<file path="config.mk">
export PLATFORM = sky130hd
export DESIGN_NAME = prog_seq_lock
export DESIGN_NICKNAME = d
export VERILOG_FILES = /design/src/rtl/prog_seq_lock_pkg.sv /design/src/rtl/prog_seq_lock_press_detect.sv /design/src/rtl/prog_seq_lock.sv
export SDC_FILE = /design/constraint.sdc
export NUM_CORES = 1
export LEC_CHECK = 0
export CAP_MARGIN = 30
export CORE_MARGIN = 2
export CORE_UTILIZATION = 45
export DETAILED_ROUTE_END_ITERATION = 10
export PLACE_DENSITY = 0.67
export RECOVER_POWER = 25
export SLEW_MARGIN = 20
export SYNTH_ARGS = -nofsm -noshare
export SYNTH_HDL_FRONTEND = slang
export SYNTH_SLANG_ARGS = --single-unit
</file>
<file path="constraint.sdc">
create_clock -name clk -period 1.89 [get_ports clk]
set_input_delay 0.378 -clock clk [delete_from_list [all_inputs] [get_ports clk]]
set_output_delay 0.378 -clock clk [all_outputs]
set_load 0.03 [all_outputs]
</file>
<file path="src/rtl/prog_seq_lock_pkg.sv">
// Shared definitions for the programmable sequence lock: state encoding and
// the helper that sizes the down-counting timer.
package lock_pkg;

  localparam int STATE_W = 3;

  typedef enum logic [STATE_W-1:0] {
    S_IDLE     = 3'd0,
    S_ENTRY    = 3'd1,
    S_CHECK    = 3'd2,
    S_UNLOCKED = 3'd3,
    S_LOCKOUT  = 3'd4,
    S_PROG     = 3'd5
  } state_t;

  // Bits needed to hold a count of 0..n-1, never less than one.
  function automatic int width_of(input int n);
    return (n <= 2) ? 1 : $clog2(n);
  endfunction

endpackage

</file>
<file path="src/rtl/prog_seq_lock_press_detect.sv">
// Rising-edge press detection for the two debounced buttons. History resets
// high so a button already held when reset releases never counts as a press.
module press_detect (
  input  logic clk,
  input  logic rst,
  input  logic b0,
  input  logic b1,
  output logic sym0,
  output logic sym1,
  output logic clr
);

  logic b0_q;
  logic b1_q;
  logic rise0;
  logic rise1;

  always_ff @(posedge clk or posedge rst) begin
    if (rst) begin
      b0_q <= 1'b1;
      b1_q <= 1'b1;
    end else begin
      b0_q <= b0;
      b1_q <= b1;
    end
  end

  assign rise0 = b0 & ~b0_q;
  assign rise1 = b1 & ~b1_q;

  // Both buttons rising on the same edge is the CLEAR gesture, not a symbol.
  assign sym0 = rise0 & ~rise1;
  assign sym1 = rise1 & ~rise0;
  assign clr  = rise0 & rise1;

endmodule

</file>
<file path="src/rtl/prog_seq_lock.sv">
// Two-button combination lock with run-time programmable code, failed-attempt
// lockout and a timed unlock window.
//
// state      | meaning
// -----------+----------------------------------------------------------
// S_IDLE     | waiting for the first symbol of an entry
// S_ENTRY    | collecting symbols until CODE_LEN have arrived
// S_CHECK    | single cycle comparing the entry with the stored code
// S_UNLOCKED | unlock window running; prog request moves to S_PROG
// S_LOCKOUT  | too many failures; all presses ignored until timer expires
// S_PROG     | collecting a new code; CLEAR aborts and keeps the old one
module prog_seq_lock
  import lock_pkg::*;
#(
  parameter int          CODE_LEN     = 5,
  parameter logic [31:0] DEFAULT_CODE = 32'b01011,
  parameter int          MAX_FAIL     = 3,
  parameter int          LOCKOUT_CYC  = 1000,
  parameter int          UNLOCK_CYC   = 100,
  localparam int         DW           = $clog2(CODE_LEN + 1),
  localparam int         FW           = $clog2(MAX_FAIL + 1)
) (
  input  logic               clk,
  input  logic               rst,
  input  logic               b0,
  input  logic               b1,
  input  logic               prog,
  output logic               unlock,
  output logic               locked_out,
  output logic               prog_mode,
  output logic [STATE_W-1:0] state,
  output logic [DW-1:0]      digit_cnt,
  output logic [FW-1:0]      fail_cnt
);

  localparam int TW = width_of((LOCKOUT_CYC > UNLOCK_CYC) ? LOCKOUT_CYC : UNLOCK_CYC);

  state_t              st;
  logic [CODE_LEN-1:0] entry;
  logic [CODE_LEN-1:0] code;
  logic [TW-1:0]       timer;
  logic [DW-1:0]       dcnt;
  logic [FW-1:0]       fcnt;
  logic                unlock_q;
  logic                lock_q;
  logic                prog_q;

  logic                sym0;
  logic                sym1;
  logic                clr;
  logic                sym;
  logic [CODE_LEN-1:0] entry_sh;
  logic [DW-1:0]       dcnt_inc;
  logic                last_sym;
  logic [FW-1:0]       fail_inc;

  press_detect u_press (
    .clk  (clk),
    .rst  (rst),
    .b0   (b0),
    .b1   (b1),
    .sym0 (sym0),
    .sym1 (sym1),
    .clr  (clr)
  );

  // Newest symbol enters at the LSB, so the first symbol ends up in the MSB.
  assign sym      = sym0 | sym1;
  assign entry_sh = CODE_LEN'({entry, sym1});
  assign dcnt_inc = dcnt + DW'(1);
  assign last_sym = (dcnt_inc == DW'(CODE_LEN));
  assign fail_inc = fcnt + FW'(1);

  always_ff @(posedge clk or posedge rst) begin
    if (rst) begin
      st       <= S_IDLE;
      entry    <= '0;
      code     <= DEFAULT_CODE[CODE_LEN-1:0];
      timer    <= '0;
      dcnt     <= '0;
      fcnt     <= '0;
      unlock_q <= 1'b0;
      lock_q   <= 1'b0;
      prog_q   <= 1'b0;
    end else begin
      case (st)
        S_IDLE: begin
          if (sym) begin
            entry <= entry_sh;
            dcnt  <= dcnt_inc;
            st    <= last_sym ? S_CHECK : S_ENTRY;
          end
        end

        S_ENTRY: begin
          if (clr) begin
            dcnt <= '0;
            st   <= S_IDLE;
          end else if (sym) begin
            entry <= entry_sh;
            dcnt  <= dcnt_inc;
            if (last_sym) st <= S_CHECK;
          end
        end

        S_CHECK: begin
          dcnt <= '0;
          if (entry == code) begin
            fcnt     <= '0;
            timer    <= TW'(UNLOCK_CYC - 1);
            unlock_q <= 1'b1;
            st       <= S_UNLOCKED;
          end else if (fail_inc == FW'(MAX_FAIL)) begin
            fcnt   <= fail_inc;
            timer  <= TW'(LOCKOUT_CYC - 1);
            lock_q <= 1'b1;
            st     <= S_LOCKOUT;
          end else begin
            fcnt <= fail_inc;
            st   <= S_IDLE;
          end
        end

        // A programming request wins over the window expiring on the same edge.
        S_UNLOCKED: begin
          if (prog) begin
            timer    <= '0;
            unlock_q <= 1'b0;
            prog_q   <= 1'b1;
            st       <= S_PROG;
          end else if (timer == '0) begin
            unlock_q <= 1'b0;
            st       <= S_IDLE;
          end else begin
            timer <= timer - TW'(1);
          end
        end

        S_LOCKOUT: begin
          if (timer == '0) begin
            fcnt   <= '0;
            lock_q <= 1'b0;
            st     <= S_IDLE;
          end else begin
            timer <= timer - TW'(1);
          end
        end

        S_PROG: begin
          if (clr) begin
            dcnt   <= '0;
            prog_q <= 1'b0;
            st     <= S_IDLE;
          end else if (sym) begin
            entry <= entry_sh;
            if (last_sym) begin
              code   <= entry_sh;
              dcnt   <= '0;
              prog_q <= 1'b0;
              st     <= S_IDLE;
            end else begin
              dcnt <= dcnt_inc;
            end
          end
        end

        default: begin
          st       <= S_IDLE;
          dcnt     <= '0;
          timer    <= '0;
          unlock_q <= 1'b0;
          lock_q   <= 1'b0;
          prog_q   <= 1'b0;
        end
      endcase
    end
  end

  assign state      = st;
  assign unlock     = unlock_q;
  assign locked_out = lock_q;
  assign prog_mode  = prog_q;
  assign digit_cnt  = dcnt;
  assign fail_cnt   = fcnt;

endmodule
</file>
==> results by group, run 1 <==
Run status
  – Status: completed

Yosys
  – Yosys top cell by area: dfrtp_1
  – Yosys warns: 0
  – FF+latch count, synth: 33
  – Mux cell area share after synthesis: 6.40%
  – Post-synthesis adder-cell area fraction: 5.23%
  – Commonest cells post-synth: 28 x dfrtp_1, 17 x o21ai_0, 15 x a21oi_1
  – Synth unique cells: 46
  – Asr flop ratio synth: 100%
  – Main combinational cell family by area after synthesis: simple AND/OR/NAND/NOR gates
  – Post-synthesis compound-gate area fraction: 17.8%
  – XOR/XNOR share of the synthesized area: 2.74%
  – Mean Syn Cell Area: 9.53 um^2
  – Post-synth EDFFs: 0
  – Sequential area share after synthesis: 43.4%
  – Post-synth top flop: dfrtp_1
  – Top cells by area, synth: dfrtp_1 37%, dfstp_2 6.9%, mux2_2 5.9%, ha_1 5.2%, o21ai_0 4.4%
  – Syn Std Cell Area: 1920 um^2
  – Post-synth top area share: 36.6%
  – Synth Area in Simple Gates: 20.4%
  – Most frequent cell after synthesis: dfrtp_1
  – Post-Syn Nets: 214
  – Syn Inst Count: 201

Critical path
  – Worst Setup Path Type: input pin to flip-flop
  – R2R Path End: entry[0]$_DFFE_PP0P_
  – Largest fanout on the critical path: 5
  – Worst Setup Start Kind: input pin
  – Worst Path Arrival: 1.98 ns
  – Worst Reg-to-Reg Cells: 6
  – FF-to-FF Start: u_press.b0_q$_DFF_PP1_
  – Reg2reg setup slack: 0.09 ns
  – Endpoint class of the critical path: flip-flop
  – Worst path required time: 2.05 ns

STA
  – Setup ws final: 0.0769 ns
  – Fmax: 552 MHz
  – Skew final: 0.00840 ns
  – Worst slew pin tran: 0.820 ns
  – RSZ-0062 raised after global routing: false
  – Tcrit/Tclk final: 95.9%
  – Tmin final: 1.81 ns
  – Final Hold Viols: 0
  – Total Neg Setup Slack: 0 ns
  – Setup violations, final: 0
  – Hold WS: 0.488 ns
  – Max_slew headroom: 45.3%
  – Slew Viols, Final: 0

Pwr
  – Maximum vdd ir drop: 840 uV
  – Pwr/cell area: 1650 nW/um^2
  – P_leak: 1.08 nW
  – Pwr Total: 3.84 mW

Placement
  – IO buf count: 15
  – Placed cells: 279
  – Pre-CTS setup slack: -0.258 ns
  – Post-DP HPWL: 2.87 mm
  – Gp weighted congestion: 0.778
  – Area after DPL: 2240 um^2

Die
  – Die height: 69.2 um
  – Total core area: 4060 um^2
  – Die area: 4790 um^2
  – Initial Utilization: 47.2%
  – Die X: 69.2 um
  – Core Rows: 23
  – Ports: 16

Detailed routing
  – DR DRC count: 0
  – Vias: 1,564
  – Wire per inst: 13.6 um
  – Drt first pass iters: 4
  – Drt first-iter violations: 42
  – Post-Route WL: 3.89 mm
  – Vias per inst: 5.45
  – ANT nets after route: 0

Hold path
  – Hold Crit Start: locked_out$_DFFE_PP0P_
  – Worst hold path depth: 1
  – Hold crit path type: flip-flop to flip-flop
  – Worst hold endpoint: locked_out$_DFFE_PP0P_

Clock network
  – Clk_lat worst skew: 0.28 ns
  – CTS tree: done
  – # clock sinks: 33
  – CTS Hold Bufs: 0
  – Setup Buffers After CTS: 0
  – Total clock buffers created by CTS: 5
  – Root Driver: clkbuf_8
  – Clk slew on worst S/H paths: 0.06 ns
  – CTS H-tree lvls: 2
  – Deepest clock path buffer count: 2

Global routing
  – Pin count of the biggest net entering global routing: 34
  – Initial antenna violation count: 0
  – Global-route wire length before repair: 6.87 mm
  – Vias in the first global route: 1,472
  – Total GRT Usage: 17.7%
  – Remaining Overflow, GRT: 0

Finish
  – Share of post-route cells with drive strength above 1: 19.8%
  – Non-Filler Instances: 287
  – Antenna diode count: 0
  – Area grow syn2layout: 21.8%
  – Fillcell total: 362
  – Final Util: 57.5%
  – Nets: 249
  – Register area: 832 um^2
  – Multi-input gate area: 1010 um^2
  – Final instance area: 2330 um^2

Run
  – MaxCap Viol Count: 0
routing by layer:
| metal | wire, um | vias to the layer above | global-route usage (%) |
|---|---|---|---|
| li1 | - | 796 | - |
| met1 | 1980 | 742 | 25.4 |
| met2 | 1760 | 22 | 26.1 |
| met3 | 113 | 4 | 4.36 |
| met4 | 40 | 0 | 6.32 |
| met5 | 0 | - | 0 |
kinds of logic after synthesis:
kind of cell	after synthesis
AOI/OAI and AO/OA	54
muxes	11
and+or+nand+nor	70
DFF	33
xor gates and xnor gates	6
buffers and inverters	19
adders and majority gates	8
layout by cell type, fill, tap and decap left out, drive strengths merged, types with 2 or more instances in the layout:
master	count
a21oi	15
and3	3
buf	18
clkbuf	9
clkdlybuf4s50	11
dfrtp	28
dfstp	5
dlygate4sd2	2
ha	8
inv	13
mux2	10
nand2	13
nand2b	5
nand3	12
nand3b	2
nor2	13
nor3	11
nor3b	3
o211ai	5
o21ai	17
o21bai	2
o22ai	2
o31ai	3
xnor2	5
worst max-delay path, stage by stage:
cell and delay (ns):
clkdlybuf4s50_1 0.48, nand2b_1 0.10, ha_1 0.36, and4_2 0.31
mux2_2 0.34
state kept, by name, indices dropped and copies added (netlist names):
signal        count
timer            10
code              5
entry             5
digit_cnt         3
state             3
fail_cnt          2
locked_out        1
prog_mode         1
u_press.b0_q      1
u_press.b1_q      1
unlock            1
what timing repair did:
| action | 4_1_cts | 5_1_grt |
|---|---|---|
| endpoints found under the setup margin | 2 | 8 |
| pin swaps | 0 | 1 |
| resized for setup | 2 | 3 |
final cells by class:
cell class	count	share of cell area [%]
multi-input cells	149	43.2
clock buffers	8	3.86
well taps	50	2.68
repair buffers	34	12.4
flip-flops and latches	33	35.7
inverters	13	2.09
worst max-delay path by stage:
stage,from,to
floorplan,u_press.b0_q$_DFF_PP1_,entry[0]$_DFFE_PP0P_
global placement,b0,entry[0]$_DFFE_PP0P_
detailed placement,b0,entry[3]$_DFFE_PP0P_
CTS,b0,entry[3]$_DFFE_PP0P_
global route,timer[0]$_DFFE_PP0P_,state[2]$_DFFE_PP0P_
finish,b0,entry[0]$_DFFE_PP0P_
power by group:
| group | leakage [nW] | internal, mW | total (mW) | switching (mW) |
|---|---|---|---|---|
| logic | 0.616 | 0.935 | 2.07 | 1.14 |
| clock network | 0.0455 | 0.297 | 0.537 | 0.241 |
| registers | 0.420 | 0.953 | 1.23 | 0.279 |
| total | 1.08 | 2.18 | 3.84 | 1.66 |
(Power assumes the default switching activity.)
==> run 2, diff against run 1 <==
--- a/config.mk
+++ b/config.mk
@@ -6,6 +6,7 @@
 export NUM_CORES = 1
 export LEC_CHECK = 0
 export CAP_MARGIN = 30
+export CORE_ASPECT_RATIO = 0.9
 export CORE_MARGIN = 2
 export CORE_UTILIZATION = 45
 export DETAILED_ROUTE_END_ITERATION = 10
==> results by group, run 2 (synthesized netlist as in run 1, its figures left out) <==
Critical path
  – Largest fanout on the critical path: 5
  – Endpoint class of the critical path: flip-flop
  – Worst Path Arrival: 2.04 ns
  – Worst path buffer plus inverter count: 2
  – Worst path slowest cell: dlygate4sd3_1
  – Slowest cell delay on critical path: 0.55 ns
  – Worst path required time: 2.06 ns
  – Top Family by Delay on Critical Path: buffers and inverters
  – Worst Setup Start Kind: input pin
  – Worst Setup Path Type: input pin to flip-flop
  – Cells along the critical path: dlygate4sd3_1 > nand2b_1 > inv_1 > ha_1 > nand2_1 > and4_4 > mux2_2

Clock network
  – Root Driver: clkbuf_8
  – Deepest clock path buffer count: 2
  – Clk slew on worst S/H paths: 0.07 ns
  – Total clock buffers created by CTS: 5
  – # clock sinks: 33
  – CTS Hold Bufs: 0
  – CTS H-tree lvls: 2
  – CTS tree: done
  – Clk_lat worst skew: 0.28 ns

STA
  – Fmax: 535 MHz
  – Skew final: 0.00494 ns
  – RSZ-0062 raised after global routing: true
  – Final Hold Viols: 0
  – Tmin final: 1.87 ns
  – Setup violations, final: 0
  – Slew Viols, Final: 0
  – Tcrit/Tclk final: 98.9%
  – Total Neg Setup Slack: 0 ns
  – Max_slew headroom: 44.4%
  – Worst slew pin tran: 0.835 ns

Detailed routing
  – Drt first pass iters: 4
  – Post-Route WL: 4.04 mm
  – Vias per inst: 5.61
  – ANT nets after route: 0
  – Drt first-iter violations: 176
  – Vias: 1,594
  – DR DRC count: 0
  – Wire per inst: 14.2 um

Finish
  – Share of post-route cells with drive strength above 1: 20.8%
  – Most common cell after layout, fill and taps aside: dfrtp_1
  – Fillcell total: 364
  – Largest register FFs: 10
  – Most frequent cells in the layout: 28 x dfrtp_1, 17 x buf_4, 16 x o21ai_0, 15 x a21oi_1
  – Nets: 248
  – Antenna diode count: 0
  – Biggest regs: timer x10, code x5, entry x5
  – Biggest register: timer
  – Final Util: 57.6%
  – Area grow syn2layout: 22.5%

Global routing
  – Total GRT Usage: 18.8%
  – Pin count of the biggest net entering global routing: 34
  – Global-route wire length before repair: 6.98 mm
  – Initial antenna violation count: 0
  – Remaining Overflow, GRT: 0
  – Vias in the first global route: 1,517

Pwr
  – Internal: 2.28 mW
  – Sequential share of power: 30.5%
  – Pwr/cell area: 1700 nW/um^2
  – P_leak: 1.07 nW
  – Switching Fraction: 43.0%
  – Clock power share: 16.7%
  – Logic pwr share: 52.8%
  – P_sw: 1.72 mW
  – Maximum vdd ir drop: 859 uV

Die
  – Die height: 65.9 um
  – Die X: 72.8 um
  – Initial Utilization: 47.0%
  – Die area: 4800 um^2
  – Core Rows: 22
  – Ports: 16
  – Total core area: 4070 um^2

Placement
  – Gp weighted congestion: 0.777
  – IO buf count: 15
  – Post-DP HPWL: 2.83 mm

Run
  – MaxCap Viol Count: 0

Hold path
  – Hold crit path type: flip-flop to flip-flop

Run status
  – Status: completed
[run 2: through the flow]
| stage | total power [mW] | std cells | hold WS [ns] | setup slack [ns] | area (um^2) |
|---|---|---|---|---|---|
| floorplan | 2.63 | 201 | 0.382 | 0.0513 | 1920 |
| global placement | 3.30 | 276 | 0.477 | -0.207 | 2230 |
| detailed placement | 3.32 | 276 | 0.488 | -0.248 | 2230 |
| CTS | 4.00 | 284 | 0.487 | 0.0404 | 2350 |
| global route | 4.32 | 284 | 0.519 | -0.0459 | 2350 |
| finish | 3.99 | 284 | 0.493 | 0.0215 | 2350 |
[run 2: worst register-to-register path, stage by stage, from the launching register on]
cell,delay (ns)
dfrtp_1,0.41
inv_1,0.09
ha_1,0.16
nor4b_4,0.36
nand3_4,0.19
o21a_1,0.21
o31ai_1,0.22
nand2_1,0.08
[run 2: timing repair]
action / CTS / global route
endpoints found under the setup margin: 2 / 9
setup buffers: 0 / 0
pin swaps: 0 / 1
gates resized for setup: 2 / 4
[run 2: final timing paths]
path | startpoint | to | slack (ns) | cells after the start
max in group asynchronous | rst | digit_cnt[0]$_DFFE_PP0P_ | 0.60 | 3
setup / recovery | b1 | entry[3]$_DFFE_PP0P_ | 0.02 | 7
setup reg to reg | timer[0]$_DFFE_PP0P_ | state[0]$_DFFE_PP0P_ | 0.08 | 7
hold / removal | locked_out$_DFFE_PP0P_ | locked_out$_DFFE_PP0P_ | 0.49 | 1
hold reg to reg | locked_out$_DFFE_PP0P_ | locked_out$_DFFE_PP0P_ | 0.49 | 1
min in group asynchronous | rst | timer[2]$_DFFE_PP0P_ | 0.77 | 3
[run 2: area by class of cell]
class	instances	area, um^2	share of cell area (%)
well taps	48	60.1	2.56
flip-flops and latches	33	832	35.4
inverters	13	48.8	2.08
clock buffers	5	68.8	2.93
multi-input cells	149	1010	43.1
clock inverters	3	46.3	1.97
repair buffers	33	280	11.9
[run 2: metal layers]
| layer | vias up | GRT usage [%] | wire [um] |
|---|---|---|---|
| met2 | 46 | 27.7 | 1720 |
| met1 | 748 | 27.5 | 2050 |
| met4 | 0 | 5.56 | 30 |
| li1 | 796 | - | - |
| met5 | - | 0 | 0 |
| met3 | 4 | 4.27 | 239 |
[run 2: power groups by stage]
stage | sequential (mW) | clock [mW] | combinational, mW
floorplan | 1.33 | 0 | 1.30
CTS | 1.22 | 0.685 | 2.10
global placement | 1.23 | 0 | 2.07
global route | 1.26 | 0.722 | 2.34
detailed placement | 1.23 | 0 | 2.09
finish | 1.22 | 0.667 | 2.11
